===== src/rtl/muldiv_pkg.sv =====
// muldiv_pkg: definitions shared by the RV32M multiply/divide unit, the
// decoder and the hazard unit.
//   - OP_* : RV32M funct3 encodings
//   - state_t : IDLE / CALC / DONE encoding of the iterative unit
//   - DIV_ALL_ONES, INT_MIN : division special-case results
//   - op_* helpers : operand signedness and op class derived from funct3
package muldiv_pkg;

    localparam logic [2:0] OP_MUL    = 3'b000;
    localparam logic [2:0] OP_MULH   = 3'b001;
    localparam logic [2:0] OP_MULHSU = 3'b010;
    localparam logic [2:0] OP_MULHU  = 3'b011;
    localparam logic [2:0] OP_DIV    = 3'b100;
    localparam logic [2:0] OP_DIVU   = 3'b101;
    localparam logic [2:0] OP_REM    = 3'b110;
    localparam logic [2:0] OP_REMU   = 3'b111;

    localparam logic [31:0] DIV_ALL_ONES = 32'hFFFF_FFFF;
    localparam logic [31:0] INT_MIN      = 32'h8000_0000;

    typedef enum logic [1:0] {
        ST_IDLE = 2'd0,
        ST_CALC = 2'd1,
        ST_DONE = 2'd2
    } state_t;

    // rs1 is signed for MULH, MULHSU, DIV and REM.
    function automatic logic op_a_signed(input logic [2:0] op);
        return (op == OP_MULH) || (op == OP_MULHSU) || (op == OP_DIV) || (op == OP_REM);
    endfunction

    // rs2 is signed for MULH, DIV and REM.
    function automatic logic op_b_signed(input logic [2:0] op);
        return (op == OP_MULH) || (op == OP_DIV) || (op == OP_REM);
    endfunction

    // Signed division ops, the only ones that can overflow.
    function automatic logic op_signed_div(input logic [2:0] op);
        return (op == OP_DIV) || (op == OP_REM);
    endfunction

endpackage


===== src/rtl/muldiv_if.sv =====
// muldiv_if: request/response bundle between the execute stage and the
// multiply/divide unit.
//   start, op, a, b : request (master -> slave)
//   busy, done, result : status and result (slave -> master)
interface muldiv_if #(
    parameter int WIDTH = 32
);
    logic             start;
    logic [2:0]       op;
    logic [WIDTH-1:0] a;
    logic [WIDTH-1:0] b;
    logic             busy;
    logic             done;
    logic [WIDTH-1:0] result;

    modport master (
        output start, op, a, b,
        input  busy, done, result
    );

    modport slave (
        input  start, op, a, b,
        output busy, done, result
    );
endinterface


===== src/rtl/muldiv_sign_fix.sv =====
// sign_fix: combinational conditional two's-complement negate.
//   in  : value
//   neg : 1 -> out = -in, 0 -> out = in
//   out : result
module sign_fix #(
    parameter int WIDTH = 32
) (
    input  logic [WIDTH-1:0] in,
    input  logic             neg,
    output logic [WIDTH-1:0] out
);
    assign out = neg ? (~in + WIDTH'(1)) : in;
endmodule


===== src/rtl/muldiv_unit.sv =====
// muldiv_unit: iterative RV32M multiply/divide unit (32 iterations).
//   clk   : rising-edge clock
//   reset : asynchronous active-high reset, clears all state
//   bus   : muldiv_if slave (start/op/a/b in; busy/done/result out)
// Multiply is radix-2 shift-add on operand magnitudes; divide is restoring
// division on magnitudes. Signs are re-applied on the final iteration so the
// result register is written at the edge that enters DONE.
module muldiv_unit
    import muldiv_pkg::*;
#(
    parameter int WIDTH = 32
) (
    input  logic     clk,
    input  logic     reset,
    muldiv_if.slave  bus
);

    state_t                 state_q, state_d;
    logic [2:0]             op_q, op_d;
    logic [WIDTH-1:0]       mag_a_q, mag_a_d;
    logic [WIDTH-1:0]       mag_b_q, mag_b_d;
    logic                   sign_a_q, sign_a_d;
    logic                   sign_b_q, sign_b_d;
    logic [4:0]             count_q, count_d;
    logic [2*WIDTH-1:0]     acc_q, acc_d;
    logic [WIDTH-1:0]       rem_q, rem_d;
    logic [WIDTH-1:0]       quo_q, quo_d;
    logic                   busy_q, busy_d;
    logic                   done_q, done_d;
    logic [WIDTH-1:0]       result_q, result_d;

    // Operand magnitudes at accept.
    logic                   in_sign_a, in_sign_b;
    logic [WIDTH-1:0]       in_mag_a, in_mag_b;

    assign in_sign_a = op_a_signed(bus.op) & bus.a[WIDTH-1];
    assign in_sign_b = op_b_signed(bus.op) & bus.b[WIDTH-1];

    sign_fix #(.WIDTH(WIDTH)) u_mag_a (.in(bus.a), .neg(in_sign_a), .out(in_mag_a));
    sign_fix #(.WIDTH(WIDTH)) u_mag_b (.in(bus.b), .neg(in_sign_b), .out(in_mag_b));

    // Special cases resolved at accept without iterating.
    logic                   in_div_zero, in_ovf;
    logic [WIDTH-1:0]       special_result;

    assign in_div_zero    = bus.op[2] && (bus.b == '0);
    assign in_ovf         = op_signed_div(bus.op) && (bus.a == INT_MIN) && (bus.b == DIV_ALL_ONES);
    assign special_result = in_div_zero ? (bus.op[1] ? bus.a : DIV_ALL_ONES)
                                        : (bus.op[1] ? '0 : INT_MIN);

    // Multiply step: acc holds {partial product high, remaining multiplier}.
    // The 33-bit sum keeps the carry, which shifts into the top bit.
    logic [WIDTH:0]         mul_sum;
    logic [2*WIDTH-1:0]     mul_next;

    assign mul_sum  = {1'b0, acc_q[2*WIDTH-1:WIDTH]} + (acc_q[0] ? {1'b0, mag_a_q} : '0);
    assign mul_next = {mul_sum, acc_q[WIDTH-1:1]};

    // Restoring divide step: dividend bits shift out of quo_q into the
    // 33-bit partial remainder while quotient bits shift in.
    logic [WIDTH:0]         div_shift, div_diff;
    logic                   div_fits;
    logic [WIDTH-1:0]       rem_next, quo_next;

    assign div_shift = {rem_q, quo_q[WIDTH-1]};
    assign div_diff  = div_shift - {1'b0, mag_b_q};
    assign div_fits  = ~div_diff[WIDTH];
    assign rem_next  = div_fits ? div_diff[WIDTH-1:0] : div_shift[WIDTH-1:0];
    assign quo_next  = {quo_q[WIDTH-2:0], div_fits};

    // Sign fix-up of the final-iteration values. Remainder follows the
    // dividend; product and quotient follow sign_a ^ sign_b.
    logic [2*WIDTH-1:0]     prod_fixed;
    logic [WIDTH-1:0]       div_raw, div_fixed, calc_result;
    logic                   div_neg;

    assign div_raw = op_q[1] ? rem_next : quo_next;
    assign div_neg = op_q[1] ? sign_a_q : (sign_a_q ^ sign_b_q);

    sign_fix #(.WIDTH(2*WIDTH)) u_fix_prod (.in(mul_next), .neg(sign_a_q ^ sign_b_q), .out(prod_fixed));
    sign_fix #(.WIDTH(WIDTH))   u_fix_div  (.in(div_raw), .neg(div_neg), .out(div_fixed));

    assign calc_result = op_q[2]           ? div_fixed :
                         (op_q == OP_MUL)  ? prod_fixed[WIDTH-1:0] :
                                             prod_fixed[2*WIDTH-1:WIDTH];

    always_comb begin
        state_d  = state_q;
        op_d     = op_q;
        mag_a_d  = mag_a_q;
        mag_b_d  = mag_b_q;
        sign_a_d = sign_a_q;
        sign_b_d = sign_b_q;
        count_d  = count_q;
        acc_d    = acc_q;
        rem_d    = rem_q;
        quo_d    = quo_q;
        result_d = result_q;

        case (state_q)
            ST_IDLE, ST_DONE: begin
                if (bus.start) begin
                    op_d     = bus.op;
                    mag_a_d  = in_mag_a;
                    mag_b_d  = in_mag_b;
                    sign_a_d = in_sign_a;
                    sign_b_d = in_sign_b;
                    count_d  = '0;
                    acc_d    = {{WIDTH{1'b0}}, in_mag_b};
                    rem_d    = '0;
                    quo_d    = in_mag_a;
                    if (in_div_zero || in_ovf) begin
                        state_d  = ST_DONE;
                        result_d = special_result;
                    end else begin
                        state_d  = ST_CALC;
                    end
                end else begin
                    state_d = ST_IDLE;
                end
            end
            ST_CALC: begin
                // Both datapaths step every cycle; op_q selects the result.
                acc_d   = mul_next;
                rem_d   = rem_next;
                quo_d   = quo_next;
                count_d = count_q + 5'd1;
                if (count_q == 5'd31) begin
                    state_d  = ST_DONE;
                    result_d = calc_result;
                end
            end
            default: state_d = ST_IDLE;
        endcase

        busy_d = (state_d == ST_CALC);
        done_d = (state_d == ST_DONE);
    end

    always_ff @(posedge clk or posedge reset) begin
        if (reset) begin
            state_q  <= ST_IDLE;
            op_q     <= '0;
            mag_a_q  <= '0;
            mag_b_q  <= '0;
            sign_a_q <= 1'b0;
            sign_b_q <= 1'b0;
            count_q  <= '0;
            acc_q    <= '0;
            rem_q    <= '0;
            quo_q    <= '0;
            busy_q   <= 1'b0;
            done_q   <= 1'b0;
            result_q <= '0;
        end else begin
            state_q  <= state_d;
            op_q     <= op_d;
            mag_a_q  <= mag_a_d;
            mag_b_q  <= mag_b_d;
            sign_a_q <= sign_a_d;
            sign_b_q <= sign_b_d;
            count_q  <= count_d;
            acc_q    <= acc_d;
            rem_q    <= rem_d;
            quo_q    <= quo_d;
            busy_q   <= busy_d;
            done_q   <= done_d;
            result_q <= result_d;
        end
    end

    assign bus.busy   = busy_q;
    assign bus.done   = done_q;
    assign bus.result = result_q;

endmodule


===== src/flat_wrapper.sv =====
// flat-port wrapper written by rule: the top's interface ports become plain ports
module muldiv_unit_flat import muldiv_pkg::*;
#(
    parameter int WIDTH = 32
)
  (clk, reset, bus_start, bus_op, bus_a, bus_b, bus_busy, bus_done, bus_result);
  muldiv_if #(.WIDTH(WIDTH)) bus_i ();
  input  logic clk;
  input  logic reset;
  input wire logic [$bits(bus_i.start)-1:0] bus_start;
  input wire logic [$bits(bus_i.op)-1:0] bus_op;
  input wire logic [$bits(bus_i.a)-1:0] bus_a;
  input wire logic [$bits(bus_i.b)-1:0] bus_b;
  output wire logic [$bits(bus_i.busy)-1:0] bus_busy;
  output wire logic [$bits(bus_i.done)-1:0] bus_done;
  output wire logic [$bits(bus_i.result)-1:0] bus_result;
  assign bus_i.start = bus_start;
  assign bus_i.op = bus_op;
  assign bus_i.a = bus_a;
  assign bus_i.b = bus_b;
  assign bus_busy = bus_i.busy;
  assign bus_done = bus_i.done;
  assign bus_result = bus_i.result;
  muldiv_unit #(.WIDTH(WIDTH)) u_core (.clk(clk), .reset(reset), .bus(bus_i));
endmodule

===== config.mk =====
export PLATFORM = sky130hd
export DESIGN_NAME = muldiv_unit_flat
export DESIGN_NICKNAME = d
export VERILOG_FILES = /design/src/rtl/muldiv_pkg.sv /design/src/rtl/muldiv_if.sv /design/src/rtl/muldiv_sign_fix.sv /design/src/rtl/muldiv_unit.sv /design/src/flat_wrapper.sv
export SDC_FILE = /design/constraint.sdc
export NUM_CORES = 1
export LEC_CHECK = 0
export ABC_AREA = 0
export CAP_MARGIN = 10
export CORE_UTILIZATION = 50
export DETAILED_ROUTE_END_ITERATION = 16
export GPL_TIMING_DRIVEN = 0
export HOLD_SLACK_MARGIN = 0.05
export PLACE_DENSITY = 0.7
export SLEW_MARGIN = 20
export SYNTH_ARGS = -nofsm -noshare
export SYNTH_HDL_FRONTEND = slang
export SYNTH_HIERARCHICAL = 1
export SYNTH_SLANG_ARGS = --single-unit

===== constraint.sdc =====
create_clock -name clk -period 12.5 [get_ports clk]
set_input_delay 1.875 -clock clk [delete_from_list [all_inputs] [get_ports clk]]
set_output_delay 1.875 -clock clk [all_outputs]
set_load 0.02 [all_outputs]

; ---- After elaboration in Yosys (flattened, before gate mapping)
; Cells that the tools add are included.
[totals]
mem_bits_ro = 0
elab_cells = 89
out_inout_bits = 34
latchBits = 0
ff_bits = 238
n_memories = 0
mem_bits_rw = 0
input_bits = 70
[op_classes]
mul = 0
reduce_logical = 18
mux = 29
n_shift = 0
bitwise_logic = 8
n_addsub = 7
div_mod_pow = 0
eq_ne = 14
order_cmp = 0
[ops]
columns = operator, n
row1 = $mux W32, 16
row2 = $pmux W32 S2, 3
row3 = $mux W64, 2
row4 = $pmux W64 S2, 1
row5 = $add A32 B1 Y32 const B, 3
row6 = $not A32 Y32, 3
row7 = $add A64 B1 Y64 const B, 1
row8 = $eq A32 B32 Y1 const B, 2
row9 = $not A64 Y64, 1
row10 = $add A32 B33 Y33, 1
row11 = $sub A33 B32 Y33, 1
row12 = $logic_not A32 Y1, 1
row13 = $pmux W5 S2, 1
row14 = $logic_or A1 B1 Y1, 7
row15 = $eq A3 B3 Y1 const B, 2
row16 = $mux W2, 3
row17 = $add A5 B1 Y5 const B, 1
row18 = $eq A5 B5 Y1 const B, 1
row19 = $mux W5, 1
row20 = $eq A2 B1 Y1 const B, 2
row21 = $eq A2 B2 Y1 const B, 2
row22 = $ne A2 B1 Y1 const B, 2
row23 = $pmux W2 S2, 1
row24 = $reduce_and A2 Y1, 2
row25 = 13 further kinds, 16

; ---- Logic depth before layout (Yosys ltp)
[logic_depth]
word_depth = 9
mapped_depth = 24
depth_no_buf = 23

; ---- Cells and area by module
; The synthesis kept the hierarchy.
[modules_own_cells]
columns = module, area_per_inst_um2, n_inst, cells_per_inst
row1 = muldiv_unit, 14978.1, 1, 1829
row2 = sign_fix (u_core.u_fix_div ...), 777.0, 3, 99
row3 = sign_fix (u_core.u_fix_prod), 1649.1, 1, 206

; ---- Worst setup path before layout
; OpenSTA, ideal clock, no wires.
[synth_timing]
kind = register -> register
start = reg u_core.acc_q[0]
end = reg u_core.result_q[31], in the netlist u_core/bus.result[31]
arrival_ns = 4.755
t_required_ns = 12.375
path_buffers = 1
setup_ns = 0.125
setup_slack_ns = 7.620
stages_incl_launch_ff = 20
cell_sequence = dfrtp_1 -> clkbuf_1 -> and2_1 -> ha_1 -> a2111oi_0 -> o21ai_0 -> a32oi_1 -> o21ai_1 -> a211oi_1 -> o21ai_0 -> xor2_1 -> or4_4 -> or3_1 -> or4_1 -> o31ai_1 -> xnor2_1 -> mux2i_1 -> o211ai_1 -> o21a_1 -> mux2_2
[synth_via]
elab_chain_cells = 9
[synth_rtl]
columns = element, line_no
row1 = "start, declared", muldiv_unit.sv:25  ; logic [2*WIDTH-1:0] acc_q, acc_d;
row2 = "start signal, assigned", muldiv_unit.sv:149  ; acc_q <= '0;
row3 = "start signal, assigned", muldiv_unit.sv:163  ; acc_q <= acc_d;
row4 = $mux W32, muldiv_unit.sv:56  ; assign mul_sum = {1'b0, acc_q[2*WIDTH-1:WIDTH]} + (acc_q[0] ? {1'b0, mag_a_q} : '0);
row5 = $add A32 B33 Y33, muldiv_unit.sv:56
row6 = net u_core.mul_sum[25], muldiv_unit.sv:53  ; logic [WIDTH:0] mul_sum;
row7 = $not A64 Y64, muldiv_sign_fix.sv:12  ; assign out = neg ? (~in + WIDTH'(1)) : in;
row8 = $add A64 B1 Y64, muldiv_sign_fix.sv:12
row9 = $mux W64, muldiv_sign_fix.sv:12
row10 = net u_core.prod_fixed[63], muldiv_unit.sv:73  ; logic [2*WIDTH-1:0] prod_fixed;
row11 = $mux W32, muldiv_unit.sv:84  ; (op_q == OP_MUL) ? prod_fixed[WIDTH-1:0] :
row12 = $mux W32, muldiv_unit.sv:83  ; assign calc_result = op_q[2] ? div_fixed :
row13 = $mux W32, muldiv_unit.sv:128  ; if (count_q == 5'd31) begin
row14 = $pmux W32 S2, muldiv_unit.sv:100  ; case (state_q)
row15 = "end signal, assigned", muldiv_unit.sv:168  ; result_q <= result_d;
row16 = "end, declared", muldiv_unit.sv:30  ; logic [WIDTH-1:0] result_q, result_d;
; The timed path passes the listed nets, and every way through them passes these cells. The select of a mux whose other input is x is not followed.
; A chain may end at the register's enable or synchronous reset.

; ---- Worst setup path after layout
; Ends and elaborated chain as after synthesis.

==> impl_metrics.py <==
metrics = {
    "run_status": {
        "status": "finished, final reports clean",
    },
    "global_route": {
        "grt_pass1_vias": 17800,
        "grt_max_degree": 100,
        "grt_pass1_wl_um": 108000,
        "gr-total-overflow": 0,
        "grt_usage_pct": 36.8,
        "grt_antenna_before_repair": 1,
    },
    "layout": {
        "final_cell_mix": "482 x nand2_1, 238 x dfrtp_1, 184 x xnor2_1",
        "nNetsFinal": 2612,
        "drive_gt1_share_pct": 5.94,
        "area_growth_pct": 14.8,
        "layout_commonest_cell": "nand2_1",
    },
    "setup_path": {
        "critPathArrivalTime_ps": 6790,
        "reg2regPathDepth": 19,
        "critPathLaunchType": "flop",
        "cp_max_fo": 10,
        "crit_path_end_kind": "flop",
        "critical_path_required_ps": 12960,
        "crit_type": "flop to flop",
    },
    "clocking": {
        "cts_resized": 0,
        "clk-insertion-delay-late_ps": 590,
        "clock-sinks": 238,
        "cts_root_buf": "clkbuf_16",
        "postCtsHoldBufs": 0,
        "clkTransAtPathRegs_ps": 60,
        "cts_setup_buffers": 0,
        "cts.htree.levels": 1,
        "cts_buffer_depth": 3,
        "cts_tree": "yes",
        "numCtsBuffers": 30,
    },
    "place": {
        "dpl.hpwl_um": 57000,
        "io_buffers": 103,
        "place_congestion": 1.02,
    },
    "synth": {
        "ys.flop_type": "dfrtp_1",
        "synthDistinctLibCells": 85,
        "yosys_register_bits": 238,
        "syn_nets": 2474,
        "synth_top_area_share_pct": 31.4,
        "syn-mean-instance-area_um2": 8.13,
        "synth.largest_area_cell": "dfrtp_1",
        "yosysWarnings": 6,
        "synthArstFlopShare_pct": 100,
        "syn_inst": 2332,
        "syn_area_um2": 19000,
        "seq_area_frac_synth_pct": 31.4,
        "synth_edf_count": 0,
        "yosys-top-cells-area": "dfrtp_1 31%, nand2_1 9.5%, xnor2_1 8.5%, o21ai_0 4.7%, ha_1 4.6%",
    },
    "timing": {
        "fin_tns_setup_ps": 0,
        "grt_setup_unrepaired": "no",
        "fin_crit_ps": 6330,
        "final_max_slew_viol_count": 0,
        "setup_viol": 0,
        "slew_headroom_pct": 15.2,
        "clock_skew_ps": 25.4,
        "fin_crit_sh_pct": 50.6,
        "worstMarginPinSlew_ps": 1250,
        "finalHoldViolCount": 0,
        "fmax_mhz": 158,
    },
    "worst_hold_path": {
        "holdPathStages": 2,
        "hold_path.class": "flop to flop",
    },
    "floorplan": {
        "io_pins": 104,
        "die_h_um": 197,
        "dieArea_um2": 38700,
        "start_util_pct": 51.3,
        "die_w_um": 197,
        "core_um2": 37000,
        "rows": 70,
    },
    "route": {
        "postRouteAntennaNets": 0,
        "via_per_inst": 6.34,
        "dr.pass1.iters": 6,
        "drc_errors": 0,
        "first_iter_violations": 2130,
        "drt-total-wl_um": 71800,
        "wire_per_inst_um": 23.9,
        "vias": 19000,
    },
    "job": {
        "cap_violations": 0,
    },
}
-- worst max-delay path, cell delays in order, from the launching register on --
cell and delay [ps]:
dfrtp_1 480, clkbuf_1 280, and2_1 220, ha_1 300
a2111oi_0 410, o21ai_0 260, a32oi_1 480, o21ai_1 290
a211oi_1 310, o21ai_0 160, xor2_1 250, or4_4 620
or3_1 370, or4_1 410, o31ai_1 250, xnor2_1 100
mux2i_1 410, o211ai_1 130, o21a_1 210, mux2_2 280
-- synth_stat cells (4+ instances only) --
| master | instances |
|---|---|
| a211oi_1 | 6 |
| a21o_1 | 27 |
| a21oi_1 | 89 |
| a22o_1 | 34 |
| a22oi_1 | 33 |
| a31oi_1 | 29 |
| a41oi_1 | 4 |
| and2_1 | 35 |
| and3_1 | 22 |
| buf_1 | 11 |
| buf_4 | 7 |
| clkbuf_1 | 111 |
| dfrtp_1 | 238 |
| ha_1 | 70 |
| inv_1 | 55 |
| mux2i_1 | 32 |
| nand2_1 | 482 |
| nand2b_1 | 50 |
| nand3_1 | 109 |
| nand3_2 | 4 |
| nand3b_1 | 4 |
| nand4_1 | 29 |
| nor2_1 | 59 |
| nor2b_1 | 15 |
| nor3_1 | 54 |
| nor4_1 | 23 |
| nor4_4 | 13 |
| o211ai_1 | 7 |
| o21a_1 | 13 |
| o21ai_0 | 178 |
| o21ai_1 | 12 |
| o21bai_1 | 6 |
| o311ai_0 | 5 |
| o31ai_1 | 88 |
| o31ai_2 | 6 |
| o41ai_1 | 25 |
| o41ai_2 | 16 |
| or2_2 | 9 |
| or2b_1 | 6 |
| or3_1 | 21 |
| or4_1 | 13 |
| or4_4 | 6 |
| xnor2_1 | 184 |
| xor2_1 | 29 |
-- metal layers --
layer,vias to the layer above,track usage [%],part of all wire (%)
met3,194,6.01,8.6
met1,9100,49.6,42
met5,-,0,0
li1,8701,-,-
met2,1001,56.1,43
met4,0,21.0,6.7
-- through the flow --
| stage | cells | utilization [%] | hold WS, ps | setup WS (ps) | instance area [µm²] |
|---|---|---|---|---|---|
| final | 2998 | 58.9 | 476 | 6170 | 21800 |
| after global routing | 2997 | 58.9 | 492 | 5950 | 21800 |
| after CTS | 2997 | 58.9 | 474 | 6360 | 21800 |
| after detailed placement | 2942 | 56.0 | 459 | 6400 | 20700 |
| after global placement | 2939 | 55.8 | 456 | 998 | 20600 |
| after floorplan | 2332 | - | 438 | 4090 | 19000 |
-- registers in the layout (all words and copies together), names as in the netlist, 2 cells and up --
| signal | cells |
|---|---|
| u_core/bus.result | 32 |
| u_core/rem_q | 32 |
| u_core/op_q | 3 |
| u_core/mag_b_q | 32 |
| u_core/quo_q | 32 |
| u_core/acc_q | 64 |
| u_core/count_q | 5 |
| u_core/state_q | 2 |
| u_core/mag_a_q | 32 |
-- final timing paths --
kind	from	endpoint	slack [ps]
min	u_core/mag_a_q[30]	u_core/mag_a_q[30]	480
min reg2reg	u_core/mag_a_q[30]	u_core/mag_a_q[30]	480
max reg2reg	u_core/acc_q[0]	u_core/bus.result[31]	6170
max	u_core/acc_q[0]	u_core/bus.result[31]	6170
min in group asynchronous	reset	u_core/acc_q[12]	1730
max in group asynchronous	reset	u_core/bus.result[2]	9470
-- layout make-up --
| class | instances | area, µm² |
|---|---|---|
| clock inverters | 16 | 203 |
| flip-flops and latches | 238 | 5960 |
| plain buffers | 133 | 537 |
| clock buffers | 39 | 856 |
| diodes | 1 | 2.50 |
| multi-input cells | 1905 | 12300 |
| inverters | 56 | 218 |
| fillers | 3474 | 15200 |
| well taps | 504 | 631 |
| repair buffers | 106 | 1090 |
-- cells by family after synthesis --
group           after synthesis  synth area share (%)
simple gates                982                  26.4
compound gates              603                  21.7
flops                       238                  31.4
xor+xnor                    213                  9.84
buf+inv                     189                  3.94
fa+ha+maj                    72                  4.83
mux                          35                  1.87
Power is not shown: default switching activity piles up to over one toggle a cycle in this logic, so the estimate is an artifact.
